**config.mk**
```make
export PLATFORM = sky130hd
export DESIGN_NAME = mem_access_stage
export DESIGN_NICKNAME = d
export VERILOG_FILES = /design/src/rtl/mem_access_stage_pkg.sv /design/src/rtl/mem_access_stage_lsu_align.sv /design/src/rtl/mem_access_stage.sv
export SDC_FILE = /design/constraint.sdc
export NUM_CORES = 1
export LEC_CHECK = 0
export CORE_ASPECT_RATIO = 0.5
export CORE_MARGIN = 1
export CORE_UTILIZATION = 42
export DETAILED_ROUTE_END_ITERATION = 12
export MAX_ROUTING_LAYER = met4
export PLACE_DENSITY = 0.76
export SLEW_MARGIN = 20
export SYNTH_ARGS = -nofsm -noshare
export SYNTH_HDL_FRONTEND = slang
export SYNTH_SLANG_ARGS = --single-unit
```
**constraint.sdc**
```tcl
create_clock -name iClk -period 6.3 [get_ports iClk]
set_clock_uncertainty 0.05 [all_clocks]
set_input_delay 0.945 -clock iClk [delete_from_list [all_inputs] [get_ports iClk]]
set_output_delay 0.945 -clock iClk [all_outputs]
set_load 0.03 [all_outputs]
```
**src/rtl/mem_access_stage_pkg.sv**
```systemverilog
`default_nettype none
// ============================================================================
// Module   : mem_access_stage_pkg
// Brief    : Shared types for the load/store stage and its lane aligner.
// Revision : 1.0 - initial release
// ============================================================================
package mem_access_stage_pkg;

    typedef enum logic [2:0] {
        eLb, eLh, eLw, eLbu, eLhu, eSb, eSh, eSw
    } tLsuFunct3;

    typedef enum logic [1:0] {
        eExcNone     = 2'b00,
        eExcMisalign = 2'b01,
        eExcIllegal  = 2'b10,
        eExcBusTo    = 2'b11
    } tExcCause;

    typedef struct packed {
        logic        valid;
        logic [4:0]  rdAddr;
        logic [31:0] data;
    } tWbOut;

    typedef struct packed {
        logic        req;
        logic        we;
        logic [31:0] addr;
        logic [3:0]  be;
        logic [31:0] wdata;
    } tMemBus;

    typedef enum logic [1:0] {
        IDLE = 2'd0,
        BUSY = 2'd1,
        RESP = 2'd2,
        EXC  = 2'd3
    } tLsuState;

    localparam logic [2:0] c_f3_b  = 3'b000;
    localparam logic [2:0] c_f3_h  = 3'b001;
    localparam logic [2:0] c_f3_w  = 3'b010;
    localparam logic [2:0] c_f3_bu = 3'b100;
    localparam logic [2:0] c_f3_hu = 3'b101;

    localparam logic [1:0] c_size_b = 2'd0;
    localparam logic [1:0] c_size_h = 2'd1;
    localparam logic [1:0] c_size_w = 2'd2;

    function automatic logic [1:0] op_size(input tLsuFunct3 op);
        logic [1:0] size;
        case (op)
            eLb, eLbu, eSb: size = c_size_b;
            eLh, eLhu, eSh: size = c_size_h;
            default:        size = c_size_w;
        endcase
        return size;
    endfunction

endpackage
`default_nettype wire

```
**src/rtl/mem_access_stage_lsu_align.sv**
```systemverilog
`default_nettype none
// ============================================================================
// Module   : lsu_align
// Brief    : Access decode, store lane replication/byte enables, load extraction.
// Revision : 1.0 - initial release
// ============================================================================
module lsu_align
    import mem_access_stage_pkg::*;
(
    input  logic [31:0] i_addr,
    input  logic [31:0] i_data,
    input  logic [2:0]  i_funct3,
    input  logic        i_read,
    input  logic        i_write,
    output tLsuFunct3   o_op,
    output logic        o_illegal,
    output logic        o_misalign,
    output logic [3:0]  o_be,
    output logic [31:0] o_wdata,
    input  tLsuFunct3   i_ld_op,
    input  logic [1:0]  i_ld_off,
    input  logic [31:0] i_rdata,
    output logic [31:0] o_ld_data
);

    logic [1:0]  w_size;
    logic [7:0]  w_byte;
    logic [15:0] w_half;

    always_comb begin
        o_op      = eLw;
        o_illegal = 1'b0;
        if (i_read && i_write) begin
            o_illegal = 1'b1;
        end else if (i_read) begin
            case (i_funct3)
                c_f3_b:  o_op = eLb;
                c_f3_h:  o_op = eLh;
                c_f3_w:  o_op = eLw;
                c_f3_bu: o_op = eLbu;
                c_f3_hu: o_op = eLhu;
                default: o_illegal = 1'b1;
            endcase
        end else if (i_write) begin
            case (i_funct3)
                c_f3_b:  o_op = eSb;
                c_f3_h:  o_op = eSh;
                c_f3_w:  o_op = eSw;
                default: o_illegal = 1'b1;
            endcase
        end
    end

    assign w_size = op_size(o_op);

    // Illegal wins over misaligned, and a no-op record is never misaligned.
    always_comb begin
        o_misalign = 1'b0;
        if (!o_illegal && (i_read || i_write)) begin
            if (w_size == c_size_h)
                o_misalign = i_addr[0];
            else if (w_size == c_size_w)
                o_misalign = (i_addr[1:0] != 2'b00);
        end
    end

    always_comb begin
        o_be    = 4'b1111;
        o_wdata = i_data;
        case (w_size)
            c_size_b: begin
                o_be    = 4'b0001 << i_addr[1:0];
                o_wdata = {4{i_data[7:0]}};
            end
            c_size_h: begin
                o_be    = 4'b0011 << {i_addr[1], 1'b0};
                o_wdata = {2{i_data[15:0]}};
            end
            default: ;
        endcase
    end

    assign w_byte = 8'(i_rdata >> {i_ld_off, 3'b000});
    assign w_half = i_ld_off[1] ? i_rdata[31:16] : i_rdata[15:0];

    always_comb begin
        o_ld_data = i_rdata;
        case (i_ld_op)
            eLb:     o_ld_data = {{24{w_byte[7]}}, w_byte};
            eLbu:    o_ld_data = {24'd0, w_byte};
            eLh:     o_ld_data = {{16{w_half[15]}}, w_half};
            eLhu:    o_ld_data = {16'd0, w_half};
            default: o_ld_data = i_rdata;
        endcase
    end

endmodule
`default_nettype wire

```
**src/rtl/mem_access_stage.sv**
```systemverilog
`default_nettype none
// ============================================================================
// Module   : mem_access_stage
// Brief    : Load/store stage: one req/ack bus transaction per ALU record.
// Revision : 1.0 - initial release
// ============================================================================
module mem_access_stage
    import mem_access_stage_pkg::*;
#(
    parameter int TIMEOUT_CYC = 64,
    parameter int CNT_W       = 8
) (
    input  logic        iClk,
    input  logic        iRst,
    input  logic        iValid,
    output logic        oReady,
    input  logic [31:0] iAddr,
    input  logic [31:0] iData,
    input  logic [4:0]  iRdAddr,
    input  logic [2:0]  iFunct3,
    input  logic        iRead,
    input  logic        iWrite,
    output logic        oMemReq,
    output logic        oMemWe,
    output logic [31:0] oMemAddr,
    output logic [31:0] oMemWData,
    output logic [3:0]  oMemBe,
    input  logic        iMemAck,
    input  logic [31:0] iMemRData,
    output logic        oWbValid,
    output logic [4:0]  oWbRdAddr,
    output logic [31:0] oWbData,
    output logic [1:0]  oExc,
    output logic [31:0] oExcAddr
);

    localparam logic [CNT_W-1:0] c_cnt_last = CNT_W'(TIMEOUT_CYC - 1);

    tLsuState         state_q,    state_d;
    logic [CNT_W-1:0] cnt_q,      cnt_d;
    tLsuFunct3        op_q,       op_d;
    logic [31:0]      addr_q,     addr_d;
    logic [4:0]       rd_q,       rd_d;
    tMemBus           mem_q,      mem_d;
    tWbOut            wb_q,       wb_d;
    tExcCause         exc_q,      exc_d;
    logic [31:0]      exc_addr_q, exc_addr_d;

    tLsuFunct3   w_op;
    logic        w_illegal;
    logic        w_misalign;
    logic [3:0]  w_be;
    logic [31:0] w_wdata;
    logic [31:0] w_ld_data;

    lsu_align u_lsu_align (
        .i_addr     (iAddr),
        .i_data     (iData),
        .i_funct3   (iFunct3),
        .i_read     (iRead),
        .i_write    (iWrite),
        .o_op       (w_op),
        .o_illegal  (w_illegal),
        .o_misalign (w_misalign),
        .o_be       (w_be),
        .o_wdata    (w_wdata),
        .i_ld_op    (op_q),
        .i_ld_off   (addr_q[1:0]),
        .i_rdata    (iMemRData),
        .o_ld_data  (w_ld_data)
    );

    always_comb begin
        state_d    = state_q;
        cnt_d      = cnt_q;
        op_d       = op_q;
        addr_d     = addr_q;
        rd_d       = rd_q;
        mem_d      = mem_q;
        wb_d       = '0;
        exc_d      = eExcNone;
        exc_addr_d = '0;

        case (state_q)
            IDLE: begin
                if (iValid) begin
                    if (w_illegal) begin
                        state_d    = EXC;
                        exc_d      = eExcIllegal;
                        exc_addr_d = iAddr;
                    end else if (w_misalign) begin
                        state_d    = EXC;
                        exc_d      = eExcMisalign;
                        exc_addr_d = iAddr;
                    end else if (iRead || iWrite) begin
                        state_d     = BUSY;
                        cnt_d       = '0;
                        op_d        = w_op;
                        addr_d      = iAddr;
                        rd_d        = iRdAddr;
                        mem_d.req   = 1'b1;
                        mem_d.we    = iWrite;
                        mem_d.addr  = {iAddr[31:2], 2'b00};
                        mem_d.be    = w_be;
                        mem_d.wdata = iWrite ? w_wdata : 32'd0;
                    end
                end
            end
            BUSY: begin
                // An ack in the final timeout cycle still completes the access.
                if (iMemAck) begin
                    state_d = RESP;
                    cnt_d   = '0;
                    mem_d   = '0;
                    if (!mem_q.we && (rd_q != 5'd0)) begin
                        wb_d.valid  = 1'b1;
                        wb_d.rdAddr = rd_q;
                        wb_d.data   = w_ld_data;
                    end
                end else if (cnt_q == c_cnt_last) begin
                    state_d    = EXC;
                    cnt_d      = '0;
                    mem_d      = '0;
                    exc_d      = eExcBusTo;
                    exc_addr_d = addr_q;
                end else begin
                    cnt_d = cnt_q + 1'b1;
                end
            end
            RESP:    state_d = IDLE;
            EXC:     state_d = IDLE;
            default: state_d = IDLE;
        endcase
    end

    always_ff @(posedge iClk or negedge iRst) begin
        if (!iRst) begin
            state_q    <= IDLE;
            cnt_q      <= '0;
            op_q       <= eLw;
            addr_q     <= '0;
            rd_q       <= '0;
            mem_q      <= '0;
            wb_q       <= '0;
            exc_q      <= eExcNone;
            exc_addr_q <= '0;
        end else begin
            state_q    <= state_d;
            cnt_q      <= cnt_d;
            op_q       <= op_d;
            addr_q     <= addr_d;
            rd_q       <= rd_d;
            mem_q      <= mem_d;
            wb_q       <= wb_d;
            exc_q      <= exc_d;
            exc_addr_q <= exc_addr_d;
        end
    end

    assign oReady    = (state_q == IDLE);
    assign oMemReq   = mem_q.req;
    assign oMemWe    = mem_q.we;
    assign oMemAddr  = mem_q.addr;
    assign oMemWData = mem_q.wdata;
    assign oMemBe    = mem_q.be;
    assign oWbValid  = wb_q.valid;
    assign oWbRdAddr = wb_q.rdAddr;
    assign oWbData   = wb_q.data;
    assign oExc      = exc_q;
    assign oExcAddr  = exc_addr_q;

endmodule
`default_nettype wire

```
==> results.ini, run 1 <==
[run_status]
status = finished clean

[clock_tree]
cts_root_buf = clkbuf_16
ctsResizeCount = 0
cts_max_level = 4
cts-hold-fix-buffers = 0
cts_tree = done
clk_path_buf_depth = 2
post_cts_buffers = 0
numCtsBuffers = 17
clk_latency_ns = 0.42
cts.sinks = 190
clkTransAtPathRegs_ns = 0.08

[synthesis]
synth_top_family_by_area = compound AO/OA/AOI/OAI gates
post_synth.cell_area_avg_um2 = 12.1
synth_top_area_frac = 0.576
synth.cell_area_mm2 = 0.00821
yosys.area.top_type = dfrtp_1
ys_types = 56
synth-main-ff-cell = dfrtp_1
synthSimpleGateAreaFrac = 0.0858
synthTopCellsByCount = 189 x dfrtp_1, 102 x nor2_1, 67 x a22o_1
synth-seq-cells = 190
muxShareOfSynthArea = 0.136
yosys_warnings = 0
synthTopCellsByArea = dfrtp_1 58%, mux2_2 8.5%, a22o_1 7.1%
synth-edff-count = 0
synth_compound_area_frac = 0.160
synthCells = 677
synthArstFlopShare = 1.00
synth_xor_area_frac = 0.00213
ys_seq_area_frac = 0.579
synth.most_common_cell = dfrtp_1
synth_fa_ha_area_frac = 0.00152

[critical_path]
path_class = input pin to flop
end_kind = flop
crit_path_max_fanout = 43
worstPathArrival_ns = 4.60
critPathRequiredTime_ns = 6.61
crit_path_start_kind = input pin

[drt]
drt_iter0_markers = 346
drt_first_pass_iters = 4
routed_wl_mm = 21.6
route.detailed.drc = 0
drt-wirelength-per-cell_um = 18.4
ant_nets = 0
dr_total_vias = 6313
via_per_inst = 5.36

[floorplanning]
die_h_um = 101
ios = 253
dieArea_mm2 = 0.0202
die_w_um = 200
core_area_mm2 = 0.0188
fp-row-count = 35
initial_core_util = 0.437

[layout]
n_antenna_cell = 0
drive_gt1_frac = 0.139
fin_nets = 1018
syn2layout_area_growth_pct = 40.0

[timing]
setup_violations = 0
period_share = 0.682
final_max_slew_viol_count = 0
hold_violations = 0
max_freq_mhz = 233
relSlewSlack = 0.337
rsz0062_at_grt = no
tightest_slew_ns = 0.991
setup_tns_ns = 0
min_period_ns = 4.29

[pwr]
power_density_mw_per_mm2 = 454
p_leak_nw = 5.00
ir_drop_uv = 222
finalPower_mw = 5.22

[grt]
grt_start_max_net_pins = 88
grt_pass1_wl_mm = 34.0
grt_pass1_vias = 6295
gr-total-overflow = 0
grt_antenna_before_repair = 0
track_usage = 0.227

[min_path]
min_path_type = flop to flop

[placed_design]
dp.final_hpwl_mm = 15.2
place_congestion = 0.816
portBuffers = 250

[run]
cap_violations = 0

cell type report:
type                       instances  area (µm²)
fill                            1451        7290
sequential                       190        4760
multi-input combinational        432        3200
timing repair buffer             260        2590
clock buffer                      17         425
tap                              259         324
clock inverter                    14         175
inverter                           6        22.5
layer usage:
layer  routed length (µm)  up-vias  global-route usage  share of wire
met4                  279        0              0.0646          0.013
met2                10800      170               0.363           0.50
met3                  960       23              0.0495          0.044
met1                 9590     3200               0.291           0.44
met5                    0        -                   -              0
li1                     -     2920                   -              -
power breakdown:
part	switching, mW	internal, mW	total (mW)	leakage, nW
Combinational	1.26	1.00	2.26	2.24
Clock	0.502	0.599	1.10	0.288
Sequential	0.239	1.61	1.85	2.47
registers in the layout, indices dropped and copies added (netlist names):
name / flops
oWbValid: 1
state_q: 2
oExcAddr: 32
cnt_q: 8
rd_q: 5
oMemBe: 4
oMemWe: 1
oMemReq: 1
oMemAddr: 30
oWbRdAddr: 5
oWbData: 32
oMemWData: 32
oExc: 2
op_q: 3
addr_q: 32
per-stage QoR:
stage	util	area [µm²]	hold slack, ns	setup WS, ns	instances
2_1_floorplan	-	8220	0.412	3.20	678
3_3_place_gp	0.580	10900	0.411	1.73	1147
3_5_place_dp	0.580	10900	0.425	1.62	1147
4_1_cts	0.612	11500	0.442	2.07	1178
5_1_grt	0.612	11500	0.451	1.80	1178
6_report	0.612	11500	0.441	2.01	1178
cell families (layout without fill, tap and decap cells):
family / after synthesis / count (layout)
other: 1 / 2
xor gates and xnor gates: 2 / 2
adders and majority gates: 1 / 1
muxes: 102 / 102
AOI/OAI and AO/OA: 169 / 169
buffers and inverters: 56 / 297
and+or+nand+nor: 156 / 156
DFF: 190 / 190
worst paths after layout:
path | startpoint | end | slack [ns] | depth (start not counted)
max in group asynchronous | iRst | addr_q[9] | 4.51 | 2
worst max register to register | cnt_q[0] | oMemAddr[12] | 3.36 | 6
worst min register to register | addr_q[22] | oExcAddr[22] | 0.44 | 1
worst min-delay path | addr_q[22] | oExcAddr[22] | 0.44 | 1
worst max-delay path | iFunct3[0] | oMemAddr[12] | 2.01 | 6
min in group asynchronous | iRst | oMemWData[9] | 0.53 | 1
worst max-delay path, stage by stage:
cell             delay (ns)
clkdlybuf4s50_1        1.13
or4bb_1                0.46
o22ai_1                0.20
o221a_1                0.75
or3_2                  0.81
a22o_1                 0.27
cell usage in the layout, fill, tap and decap left out, types with 7 or more instances in the layout:
cell,synthesis,layout
nand2_1,17,17
a21oi_1,15,13
a2111oi_0,7,7
and2_1,7,7
a22o_1,67,67
o221a_2,8,8
clkdlybuf4s50_1,0,249
mux2i_1,35,34
o31ai_1,11,11
o21ai_0,22,22
buf_4,7,9
nor2_1,102,102
a211oi_1,10,10
clkbuf_16,0,17
dfrtp_1,189,189
mux2_2,62,62
No activity file was read; power rests on OpenSTA's default activity.
==> run 2, diff against run 1 <==
PLACE_DENSITY = 0.79   (was 0.76)
clock period = 3.65 ns   (was 6.3 ns; I/O delays follow)
==> run 2 against run 1 <==
Global-route usage shrank 0.17 points. Flip-flop and latch count is the same. Die area unchanged. Critical path depth grew 3. Combinational power grew 77%. Wire length is 0.40% lower. Critical path type unchanged. Largest cell class unchanged.
==> results.ini, run 2 (synthesis results as in run 1) <==
[run_status]
status = finished clean  ; unchanged

[layout]
syn2layout_area_growth_pct = 41.7  ; was 40.0%
layout_common_cells = 249 x clkdlybuf4s50_1, 189 x dfrtp_1, 102 x nor2_1, 67 x a22o_1, 62 x mux2_2  ; unchanged
final_common_cell = clkdlybuf4s50_1  ; unchanged
n_antenna_cell = 0  ; unchanged
fin_nets = 1033  ; was 1,018
drive_gt1_frac = 0.151  ; was 0.139

[floorplanning]
fp-row-count = 35  ; unchanged
die_w_um = 200  ; unchanged
ios = 253  ; unchanged
initial_core_util = 0.437  ; unchanged
die_h_um = 101  ; unchanged
core_area_mm2 = 0.0188  ; unchanged
dieArea_mm2 = 0.0202  ; unchanged

[clock_tree]
post_cts_buffers = 0  ; unchanged
cts.sinks = 190  ; unchanged
ctsResizeCount = 0  ; unchanged
cts-hold-fix-buffers = 0  ; unchanged
cts_tree = done  ; unchanged
clkTransAtPathRegs_ns = 0.07  ; was 0.08 ns
numCtsBuffers = 17  ; unchanged
clk_path_buf_depth = 2  ; unchanged
cts_max_level = 4  ; unchanged
clk_latency_ns = 0.43  ; was 0.42 ns
cts_root_buf = clkbuf_16  ; unchanged

[timing]
rsz0062_at_grt = no  ; unchanged
final_max_slew_viol_count = 0  ; unchanged
relSlewSlack = 0.397  ; was 0.337
timing.final.ws_setup_ns = 0.702  ; was 2.01 ns
tightest_slew_ns = 0.892  ; was 0.991 ns
min_period_ns = 2.95
setup_violations = 0  ; unchanged
hold_violations = 0  ; unchanged
period_share = 0.808
max_freq_mhz = 339
setup_tns_ns = 0  ; unchanged

[drt]
drt-wirelength-per-cell_um = 18.1  ; was 18.4 µm
via_per_inst = 5.33  ; was 5.36
dr_total_vias = 6360  ; was 6,313
drt_first_pass_iters = 4  ; unchanged
ant_nets = 0  ; unchanged
routed_wl_mm = 21.5  ; was 21.6 mm
drt_iter0_markers = 356  ; was 346
route.detailed.drc = 0  ; unchanged

[grt]
track_usage = 0.225  ; was 0.227
gr-total-overflow = 0  ; unchanged
grt_pass1_wl_mm = 33.9  ; was 34.0 mm
grt_start_max_net_pins = 86  ; was 88
grt_antenna_before_repair = 0  ; unchanged
grt_pass1_vias = 6395  ; was 6,295

[placed_design]
portBuffers = 250  ; unchanged
place_ws_ns = 0.153  ; was 1.62 ns
place_congestion = 0.892  ; was 0.816
dp.final_hpwl_mm = 15.3  ; was 15.2 mm

[critical_path]
r2r-start = state_q[1]  ; was cnt_q[0]
crit_path_start_kind = input pin  ; unchanged
critPathLaunch = iWrite  ; was iFunct3[0]
crit_path_max_fanout = 24  ; was 43
critPathRequiredTime_ns = 3.90  ; was 6.61 ns
worstPathArrival_ns = 3.19  ; was 4.60 ns
path_class = input pin to flop  ; unchanged
end_kind = flop  ; unchanged

[min_path]
min_path_type = input pin to asynchronous set/reset pin  ; was flop to flop

[pwr]
power_density_mw_per_mm2 = 774  ; was 454 mW/mm²
p_leak_nw = 5.08  ; was 5.00 nW
ir_drop_uv = 450  ; was 222 µV

[run]
cap_violations = 0  ; unchanged

## run 2: cell types whose count changed in the layout (fill, tap and decap cells not counted), sizes merged
| cell | delta |
|---|---|
| buf | +15 |
| clkinvlp | -1 |
| inv | +2 |
| bufinv | -1 |
## run 2: layout make-up
cell class / count / area, µm²
Timing Repair Buffer: 275 / 2760
Multi-Input combinational cell: 432 / 3200
Sequential cell: 190 / 4760
Clock inverter: 14 / 149
Inverter: 6 / 22.5
Tap cell: 259 / 324
Clock buffer: 17 / 425
Fill cell: 1480 / 7150
## run 2: where the power goes
group	total (mW)	switching (mW)	leakage (nW)	internal (mW)
clock network	1.83	0.858	0.282	0.968
logic	4.00	2.19	2.33	1.81
registers	3.19	0.405	2.47	2.79
total	9.01	3.45	5.08	5.56
## run 2: worst max-delay path, cell delays in order
cell             delay, ns
clkdlybuf4s50_1       0.47
buf_4                 0.16
nand2b_1              0.25
o22ai_1               0.16
o221a_1               0.30
buf_4                 0.22
nor3b_4               0.47
buf_12                0.24
mux2_2                0.35
## run 2: final timing paths
path,to,slack (ns),cells after the start
setup / recovery,addr_q[6],0.70,9
hold / removal,oMemWData[19],0.10,1
setup reg to reg,oWbData[24],0.82,7
hold reg to reg,oExcAddr[21],0.44,1
max in group asynchronous,op_q[1],2.46,2
min in group iClk,oExcAddr[21],0.44,1
## run 2: layer usage
metal / vias up / part of all wire / GRT usage
li1: 2940 / - / -
met1: 3224 / 0.44 / 0.282
met2: 167 / 0.50 / 0.366
met3: 29 / 0.044 / 0.0509
met4: 0 / 0.018 / 0.0681
met5: - / 0 / -
## run 2: through the flow
stage	instance area [µm²]	power [mW]	hold WS, ns	util	cells
after CTS	11600	9.07	0.136	0.619	1192
after detailed placement	11100	7.22	0.425	0.588	1161
after floorplan	8220	5.65	0.202	-	678
final	11600	9.01	0.102	0.620	1193
after global routing	11600	9.48	0.167	0.620	1193
after global placement	11100	7.10	0.412	0.588	1161
